<file path="src/rtl/serial_adder_core.sv">
// Multi-cycle adder: BPC bits of a+b+cin per clock through one shared slice; SERIAL_ADD_OVF_EN adds the ovf output.
// Latency WIDTH/BPC cycles from accept; one op in flight, in_ready low until the result is taken via out_ready.
module serial_adder_core #(
  parameter int WIDTH = 8,
  parameter int BPC   = 1
) (
  input  logic             clk,
  input  logic             rst,
  input  logic             in_valid,
  output logic             in_ready,
  input  logic [WIDTH-1:0] a,
  input  logic [WIDTH-1:0] b,
  input  logic             cin,
  output logic             out_valid,
  input  logic             out_ready,
  output logic [WIDTH-1:0] sum,
  output logic             cout,
  output logic             busy
`ifdef SERIAL_ADD_OVF_EN
  ,
  output logic             ovf
`endif
);

  localparam int STEPS = WIDTH / BPC;
  localparam int CW    = $clog2(STEPS + 1);

  if (WIDTH < 1 || BPC < 1 || (WIDTH % BPC) != 0) begin : g_param_check
    $error("serial_adder_core: BPC must be >= 1 and divide WIDTH");
  end

  typedef enum logic [1:0] {IDLE, RUN, DONE} state_t;

  state_t           state_q;
  logic [WIDTH-1:0] a_q, b_q, acc_q, sum_q;
  logic [WIDTH-1:0] acc_d;
  logic [CW-1:0]    count_q;
  logic             carry_q, in_ready_q, out_valid_q, cout_q, busy_q;
  logic [BPC-1:0]   slice_d;
  logic             slice_c_d;
`ifdef SERIAL_ADD_OVF_EN
  logic             a_msb_q, b_msb_q, ovf_q;
`endif

  // Partial sums build up in acc_q so the visible sum keeps the previous result until completion.
  always_comb begin
    {slice_c_d, slice_d} = {1'b0, a_q[BPC-1:0]} + {1'b0, b_q[BPC-1:0]} + {{BPC{1'b0}}, carry_q};
    acc_d = (acc_q >> BPC) | (WIDTH'(slice_d) << (WIDTH - BPC));
  end

  always_ff @(posedge clk or posedge rst) begin
    if (rst) begin
      state_q     <= IDLE;
      a_q         <= '0;
      b_q         <= '0;
      acc_q       <= '0;
      sum_q       <= '0;
      count_q     <= '0;
      carry_q     <= 1'b0;
      in_ready_q  <= 1'b1;
      out_valid_q <= 1'b0;
      cout_q      <= 1'b0;
      busy_q      <= 1'b0;
`ifdef SERIAL_ADD_OVF_EN
      a_msb_q     <= 1'b0;
      b_msb_q     <= 1'b0;
      ovf_q       <= 1'b0;
`endif
    end else begin
      case (state_q)
        IDLE: begin
          if (in_valid && in_ready_q) begin
            a_q        <= a;
            b_q        <= b;
            carry_q    <= cin;
            count_q    <= '0;
            state_q    <= RUN;
            in_ready_q <= 1'b0;
            busy_q     <= 1'b1;
`ifdef SERIAL_ADD_OVF_EN
            a_msb_q    <= a[WIDTH-1];
            b_msb_q    <= b[WIDTH-1];
`endif
          end
        end
        RUN: begin
          a_q     <= a_q >> BPC;
          b_q     <= b_q >> BPC;
          carry_q <= slice_c_d;
          acc_q   <= acc_d;
          count_q <= count_q + CW'(1);
          if (count_q == CW'(STEPS - 1)) begin
            state_q     <= DONE;
            out_valid_q <= 1'b1;
            sum_q       <= acc_d;
            cout_q      <= slice_c_d;
`ifdef SERIAL_ADD_OVF_EN
            ovf_q       <= (a_msb_q == b_msb_q) && (slice_d[BPC-1] != a_msb_q);
`endif
          end
        end
        DONE: begin
          if (out_ready) begin
            state_q     <= IDLE;
            out_valid_q <= 1'b0;
            in_ready_q  <= 1'b1;
            busy_q      <= 1'b0;
          end
        end
        default: state_q <= IDLE;
      endcase
    end
  end

  assign in_ready  = in_ready_q;
  assign out_valid = out_valid_q;
  assign sum       = sum_q;
  assign cout      = cout_q;
  assign busy      = busy_q;
`ifdef SERIAL_ADD_OVF_EN
  assign ovf       = ovf_q;
`endif

endmodule
</file>
<file path="config.mk">
export PLATFORM = sky130hd
export DESIGN_NAME = serial_adder_core
export DESIGN_NICKNAME = d
export VERILOG_FILES = /design/src/rtl/serial_adder_core.sv
export SDC_FILE = /design/constraint.sdc
export NUM_CORES = 1
export LEC_CHECK = 0
export BUFFER_PORTS_ARGS = -buffer_cell sky130_fd_sc_hd__clkbuf_2
export CORE_ASPECT_RATIO = 1.2
export CORE_MARGIN = 5
export CORE_UTILIZATION = 50
export DETAILED_ROUTE_END_ITERATION = 12
export PLACE_DENSITY = 0.8
export SLEW_MARGIN = 20
export SYNTH_ARGS = -nofsm -noshare
export SYNTH_HDL_FRONTEND = slang
export SYNTH_SLANG_ARGS = --single-unit
export TNS_END_PERCENT = 20
</file>
<file path="constraint.sdc">
create_clock -name clk -period 1.7 [get_ports clk]
set_input_delay 0.34 -clock clk [delete_from_list [all_inputs] [get_ports clk]]
set_output_delay 0.34 -clock clk [all_outputs]
set_load 0.005 [all_outputs]
</file>
==> Yosys cells after proc, flatten, opt, wreduce, memory -nomap -nowiden <==
Cells that the tools add are included.
{ "word_totals": {"ram_bits": 0, "wordCells": 51, "mem_count": 0, "register_bits": 43, "latch_bits": 0, "output_inout_bits": 12, "in_bits": 21, "mem_bits_ro": 0} }
{ "op_classes": {"n_reduce_logical": 10, "bitwise": 1, "n_eq_ne": 6, "magnitude_cmp": 0, "shifts": 0, "addsub": 3, "div_mod_pow": 0, "multipliers": 0, "mux": 20} }
{ "op_table": {"columns": ["operator", "count"], "rows": [
  ["case mux 8 bit (2 select lines)", 2],
  ["2-to-1 mux 8 bit", 2],
  ["AND reduction 3 bit", 3],
  ["OR 7 x 8 -> 8 bit", 1],
  ["case mux 1 bit (2 select lines)", 4],
  ["case mux 4 bit (2 select lines)", 1],
  ["2-to-1 mux 1 bit", 6],
  ["2-to-1 mux 2 bit", 3],
  ["!= test 2 bit (second input constant)", 3],
  ["case mux 2 bit (3 select lines)", 1],
  ["nonzero test 2 bit", 3],
  ["adder 4 x 1 -> 4 bit (second input constant)", 1],
  ["== test 4 x 3 -> 1 bit (second input constant)", 1],
  ["2-to-1 mux 4 bit", 1],
  ["AND reduction 2 bit", 2],
  ["adder 1 x 1 -> 2 bit", 1],
  ["adder 2 x 1 -> 2 bit", 1],
  ["== test 2 x 1 -> 1 bit (second input constant)", 1],
  ["== test 2 bit (second input constant)", 1],
  ["logical NOT 2 bit", 1],
  ["logical AND 1 bit", 1]
]} }

==> Logic depth before layout (Yosys ltp) <==
Gate-level depths: netlist (run 1).
{ "logic_depth": {"depth_word": 3, "mapped_depth": 5, "ltp_nobuf": 4} }

==> Worst setup path after synthesis (run 1) <==
OpenSTA, ideal clock, no wires.
{ "synth_path": {"kind": "reg2reg", "startpoint": "reg count_q[0]", "endpoint": "reg cout_q (netlist: cout)", "n_path_buf": 1, "synth_period_minus_slack_ns": 1.370, "setup_time_ns": 0.125, "arrival_time_ns": 1.245, "stages_incl_launch_ff": 6, "slack_ns": 0.330, "required_ns": 1.575, "path_cell_list": "dfrtp_1 ha_1 nand2_1 nor3_4 buf_6 mux2_2"} }
{ "synth_between": {"elab_chain_cells": 2} }
{ "synth_rtl": {"columns": ["element", "line_no", "rtl"], "rows": [
  ["start, declared", "37", "logic [CW-1:0] count_q;"],
  ["start signal, assigned", "91", "count_q <= count_q + CW'(1);"],
  ["== test 4 x 3 -> 1 bit", "92", "if (count_q == CW'(STEPS - 1)) begin"],
  ["AND reduction 2 bit (no line)", null, null],
  ["end signal, assigned", "96", "cout_q <= slice_c_d;"],
  ["end, declared", "38", "logic carry_q, in_ready_q, out_valid_q, cout_q, busy_q;"]
]} }
No other way between the ends.
A chain may end at the register's enable or synchronous reset.

==> Worst setup path after layout (run 1) <==
{ "layout_path": {"startpoint": "reg count_q[0]", "endpoint": "reg sum_q[7] (netlist: sum[7])"} }
{ "layout_between": {"elab_chain_cells": 2} }
{ "layout_rtl": {"columns": ["element", "line_no", "rtl"], "rows": [
  ["== test 4 x 3 -> 1 bit", "92", null],
  ["AND reduction 2 bit (no line)", null, null],
  ["end signal, assigned", "57", "sum_q <= '0;"],
  ["end signal, assigned", "95", "sum_q <= acc_d;"],
  ["end, declared", "35", "logic [WIDTH-1:0] a_q, b_q, acc_q, sum_q;"]
]} }
No other way between the ends.

==> impl_metrics.csv, run 1 <==
group,metric,value,unit
run_status,status,"completed",
setup_path,r2r-end,"sum[7]",
drt,viasPerCell,5.26,
global_routing,grt_usage,0.164,
setup_path,path_cells,"ha_1 > nand2_1 > nor3_4 > buf_4 > mux2_2",
timing,period_needed,1480,ps
drt,drtIter0Drc,83,
finish,mostFrequentLayoutCells,"nand2_1, dfrtp_1, nand3_1",
global_routing,grt_use_met1,0.196,
global_routing,grt_max_degree,43,
floorplan,rows,24,
setup_path,slowest_delay,390,ps
pwr,p_comb_frac,0.280,
drt,wl_per_cell,13.6,um
logic_synthesis,syn_avg_cell_area,9.89,sq um
timing,rsz0062_at_grt,"false",
setup_path,required,1880,ps
pwr,pwr-share-clk,0.234,
run,max_cap_violations,0,
drt,dr.pass1.iters,4,
drt,drt-total-wl,3530,um
setup_path,cp_slowest_cell,"dfrtp_1",
global_routing,grt_pass1_vias,1488,
setup_path,crit_fanout,11,
global_routing,grt_use_met2,0.285,
drt,drc,0,
drt,dr_total_vias,1362,
cts,clkLatencyLatePin,290,ps
timing,finalMaxSlewViolations,0,
pwr,vdd_drop_max,805,uV
drt,drtAntennaViolNets,0,
timing,relSlewSlack,0.652,
placed_design,pre_cts_slack,233,ps
setup_path,path_class,"register to register",
global_routing,use_met3,0.0531,
cts,clkSinkCount,42,
floorplan,initial_core_util,0.509,
setup_path,reg2reg_slack,220,ps
timing,fin_skew,7.73,ps
timing,max_freq,676,MHz
cts,cts_root_buf,"clkbuf_8",
cts,path_clk_slew,70,ps
placed_design,place_hpwl,2420,um
worst_hold_path,min_path_type,"input port to async pin",
pwr,switchingPower,1.08,mW
floorplan,num_io_pins,33,
cts,cts_tree,"yes",
pwr,swShare,0.330,
finish,areaGrowthSynthToFinish,17.1,%
floorplan,fp.dieH,76.1,um
finish,post_route_cells_drive_above_1_share,0.277,
global_routing,gr-max-usage-layer,"met2",
placed_design,routabilityCongestion,0.757,
finish,fillers,298,
timing,finalHoldViolCount,0,
cts,numCtsBuffers,5,
floorplan,die-area,0.00495,sq mm
pwr,p_int,2.19,mW
global_routing,grt_pass1_wl,6530,um
cts,cts.repair.resized,0,
logic_synthesis,async_flop_share,1.00,
timing,final.period_utilization,0.870,
pwr,power-per-cell-area,1530,mW/mm^2
setup_path,crit_buf_inv,1,
placed_design,io_buffers,32,
setup_path,worstPathArrival,1660,ps
timing,finalSetupViolCount,0,
setup_path,r2r-start,"count_q[0]",
timing,setup_tns,0,ps
logic_synthesis,syn_inst,184,
pwr,p_seq_frac,0.486,
logic_synthesis,ys_seq_area_frac,0.578,
setup_path,critPathLaunchType,"register",
cts,cts.hold.buffers_added,0,
global_routing,grt_overflow,0,
setup_path,end_kind,"register",
logic_synthesis,ys.flop_type,"dfrtp_1",
logic_synthesis,yosysWarnings,0,
cts,post-cts-setup-buffers,0,
timing,tightest_slew,523,ps
logic_synthesis,ys_seq_elements,42,
finish,final_util,0.596,
cts,cts_buffer_depth,2,
cts,htreeDepth,2,
logic_synthesis,ys_types,25,
setup_path,r2r_cells,5,
setup_path,worstSetupStartpoint,"count_q[0]",
timing,worst_slack,222,ps
floorplan,die_width,65.1,um
global_routing,antenna_found_initial,0,
finish,antenna_cells,0,
setup_path,cp_top_family,"flip-flops",
logic_synthesis,syn_area,0.00182,sq mm
pwr,p_leak,1.09,nW
logic_synthesis,syn-num-nets,207,
logic_synthesis,synth_edf_count,0,
floorplan,coreArea,0.00357,sq mm
finish,finalNetCount,242,
finish,final_common_cell,"nand2_1",
-- logic make-up (layout without fill, tap and decap cells) --
group           after synthesis  count (layout)  synth area share
fa+ha+maj                     2               2            0.0179
xor+xnor                      1               1           0.00482
mux                           9               9            0.0557
buf+inv                      14              50            0.0426
flops                        42              42             0.578
simple gates                106             106             0.268
compound gates               10              10            0.0323
-- worst max path at each step --
stage	slack [ps]	to	cells after the start
2_1_floorplan	330	cout	5
3_3_place_gp	280	sum[4]	5
3_5_place_dp	230	sum[7]	5
4_1_cts	210	sum[7]	5
5_1_grt	100	sum[4]	5
6_report	220	sum[7]	5
-- routing by layer --
layer	vias to the layer above	part of all wire
met5	-	0
met4	0	0.013
met3	7	0.054
met2	31	0.51
met1	651	0.43
li1	673	-
-- area by class of cell --
type	instances	area (sq um)	share of cell area
repair buffers	39	213	0.0999
clock inverters	3	40.0	0.0188
inverters	3	11.3	0.00529
well taps	39	48.8	0.0229
clock buffers	5	68.8	0.0323
flip-flops and latches	42	1050	0.494
multi-input cells	128	696	0.327
-- cells in the mapped netlist, drive strengths merged, types with 2 or more instances --
library cell | number | area, sq um
inv | 3 | 11.3
a21oi | 4 | 20.0
nand2 | 62 | 233
nand3 | 36 | 180
o21ai | 3 | 15.0
buf | 10 | 62.6
nand2b | 2 | 20.0
dfrtp | 41 | 1030
mux2 | 9 | 101
-- metrics by stage --
step / power [mW] / area, sq um / std cells / hold WS (ps)
floorplan: 2.20 / 1820 / 184 / 440
global placement: 2.48 / 2020 / 251 / 455
detailed placement: 2.53 / 2020 / 251 / 472
CTS: 3.31 / 2130 / 259 / 168
global route: 3.53 / 2130 / 259 / 203
finish: 3.26 / 2130 / 259 / 154
-- power groups by stage --
stage | registers (mW) | logic, mW | clock network, mW
5_1_grt | 1.64 | 1.05 | 0.837
3_5_place_dp | 1.60 | 0.928 | 0
2_1_floorplan | 1.55 | 0.649 | 0
6_report | 1.59 | 0.913 | 0.764
3_3_place_gp | 1.59 | 0.892 | 0
4_1_cts | 1.59 | 0.931 | 0.788
-- tightest hold or removal path, cell delays in order --
cell	delay, ps
clkbuf_2	80
inv_1	40
buf_4	440
-- flip-flops by register name, summed over array words and instances (netlist names) --
signal	cells
a_q	8
acc_q	7
b_q	8
busy	1
carry_q	1
count_q	4
cout	1
in_ready	1
out_valid	1
state_q	2
sum	8
Power figures use the tool's default switching activity.
==> inputs of run 2 (changes only) <==
--- a/config.mk
+++ b/config.mk
@@ -6,7 +6,6 @@
 export NUM_CORES = 1
 export LEC_CHECK = 0
 export BUFFER_PORTS_ARGS = -buffer_cell sky130_fd_sc_hd__clkbuf_2
-export CORE_ASPECT_RATIO = 1.2
 export CORE_MARGIN = 5
 export CORE_UTILIZATION = 50
 export DETAILED_ROUTE_END_ITERATION = 12
==> constraint.sdc (replaced) <==
create_clock -name clk -period 1.6 [get_ports clk]
set_input_delay 0.32 -clock clk [delete_from_list [all_inputs] [get_ports clk]]
set_output_delay 0.32 -clock clk [all_outputs]
set_load 0.005 [all_outputs]
==> impl_metrics.csv, run 2 (synthesis results as in run 1) <==
group,metric,value,unit
cts,cts.hold.buffers_added,0,
setup_path,end_kind,"register",
placed_design,routabilityCongestion,0.745,
setup_path,slowest_delay,390,ps
timing,rsz0062_at_grt,"false",
cts,path_clk_slew,80,ps
cts,cts_buffer_depth,2,
cts,numCtsBuffers,5,
timing,finalSetupViolCount,0,
finish,design_area,0.00214,sq mm
setup_path,worstSetupStartpoint,"count_q[0]",
global_routing,grt_use_met1,0.189,
cts,cts_root_buf,"clkbuf_8",
placed_design,place_inst,261,
drt,drc,0,
timing,tightest_slew,519,ps
pwr,finalPower,3.33,mW
timing,period_needed,1470,ps
timing,setup_tns,0,ps
run_status,status,"completed",
floorplan,initial_core_util,0.505,
floorplan,num_io_pins,33,
finish,final_util,0.594,
setup_path,r2r-start,"count_q[0]",
pwr,power-per-cell-area,1560,mW/mm^2
floorplan,coreArea,0.00361,sq mm
global_routing,grt_usage,0.145,
pwr,vdd_drop_max,807,uV
setup_path,crit_fanout,11,
placed_design,placed_area,0.00205,sq mm
finish,post_route_cells_drive_above_1_share,0.276,
drt,wl_per_cell,12.5,um
global_routing,grt_pass1_wl,5760,um
timing,finalHoldViolCount,0,
cts,cts_tree,"yes",
cts,clkLatencyLatePin,290,ps
timing,finalMaxSlewViolations,0,
timing,fin_skew,5.73,ps
global_routing,antenna_found_initial,0,
global_routing,grt_pass1_vias,1300,
finish,areaGrowthSynthToFinish,17.8,%
global_routing,grt_max_degree,43,
setup_path,path_class,"register to register",
global_routing,grt_use_met2,0.227,
worst_hold_path,min_path_type,"input port to async pin",
setup_path,critPathLaunchType,"register",
finish,antenna_cells,0,
floorplan,die_width,70.3,um
setup_path,cp_top_family,"flip-flops",
drt,dr_total_vias,1361,
floorplan,rows,22,
global_routing,grt_overflow,0,
drt,drtAntennaViolNets,0,
drt,viasPerCell,5.06,
placed_design,io_buffers,32,
finish,finalNetCount,243,
cts,clkSinkCount,42,
setup_path,path_cells,"ha_1 > nand2_1 > nor3_4 > buf_12 > mux2_2",
global_routing,gr-max-usage-layer,"met2",
cts,htreeDepth,2,
setup_path,required,1780,ps
finish,final_common_cell,"nand2_1",
timing,relSlewSlack,0.654,
cts,post-cts-setup-buffers,0,
floorplan,fp.dieH,70.3,um
global_routing,use_met3,0.0518,
setup_path,crit_buf_inv,1,
cts,cts.repair.resized,0,
timing,max_freq,679,MHz
run,max_cap_violations,0,
pwr,p_leak,1.09,nW
drt,drtIter0Drc,50,
setup_path,cp_slowest_cell,"dfrtp_1",
finish,mostFrequentLayoutCells,"nand2_1, dfrtp_1, nand3_1",
finish,layoutNonFillerInstCount,269,
drt,drt-total-wl,3370,um
floorplan,die-area,0.00494,sq mm
timing,final.period_utilization,0.920,
setup_path,worstPathArrival,1650,ps
placed_design,place_hpwl,2310,um
drt,dr.pass1.iters,4,
-- run 2: cell count changes in the layout (fill, tap and decap cells not counted) --
cell       delta
buf_12        +1
bufinv_16     -1
clkbuf_1      +1
clkinv_2      -1
clkbuf_8      +1
-- run 2: routing by layer --
metal,routed length [um],vias up
met3,203,3
met4,38,0
met5,0,-
met1,1610,647
met2,1520,31
li1,-,680
-- run 2: report_power, final --
| part | switching (mW) | total (mW) | internal (mW) | leakage [nW] |
|---|---|---|---|---|
| clock network | 0.341 | 0.689 | 0.348 | 0.0482 |
| registers | 0.255 | 1.68 | 1.42 | 0.537 |
| logic | 0.523 | 0.970 | 0.447 | 0.505 |
-- run 2: stage by stage --
stage               setup WS [ps]  hold slack [ps]
floorplan                     230              425
global placement              197              455
detailed placement            117              466
CTS                           111              144
global route                 26.0              192
finish                        128              131
-- run 2: area by class of cell --
class	instances	area (sq um)
clock buffer	7	86.3
multi-input combinational	128	696
fill	324	1460
sequential	42	1050
inverter	3	11.3
clock inverter	1	5.00
tap	48	60.1
timing repair buffer	40	233
-- run 2: final timing paths --
kind / to / slack [ps] / depth (start not counted)
setup / recovery: sum[1] / 130 / 5
hold / removal: a_q[0] / 130 / 3
max in group asynchronous: in_ready / 1110 / 3
min in group clk: b_q[7] / 220 / 3
hold reg to reg: b_q[0] / 480 / 2
setup reg to reg: sum[1] / 130 / 5
-- run 2: worst min-delay path, delay by kind of cell --
kind                   cells  cell delay (ps)
buffers and inverters      3              560
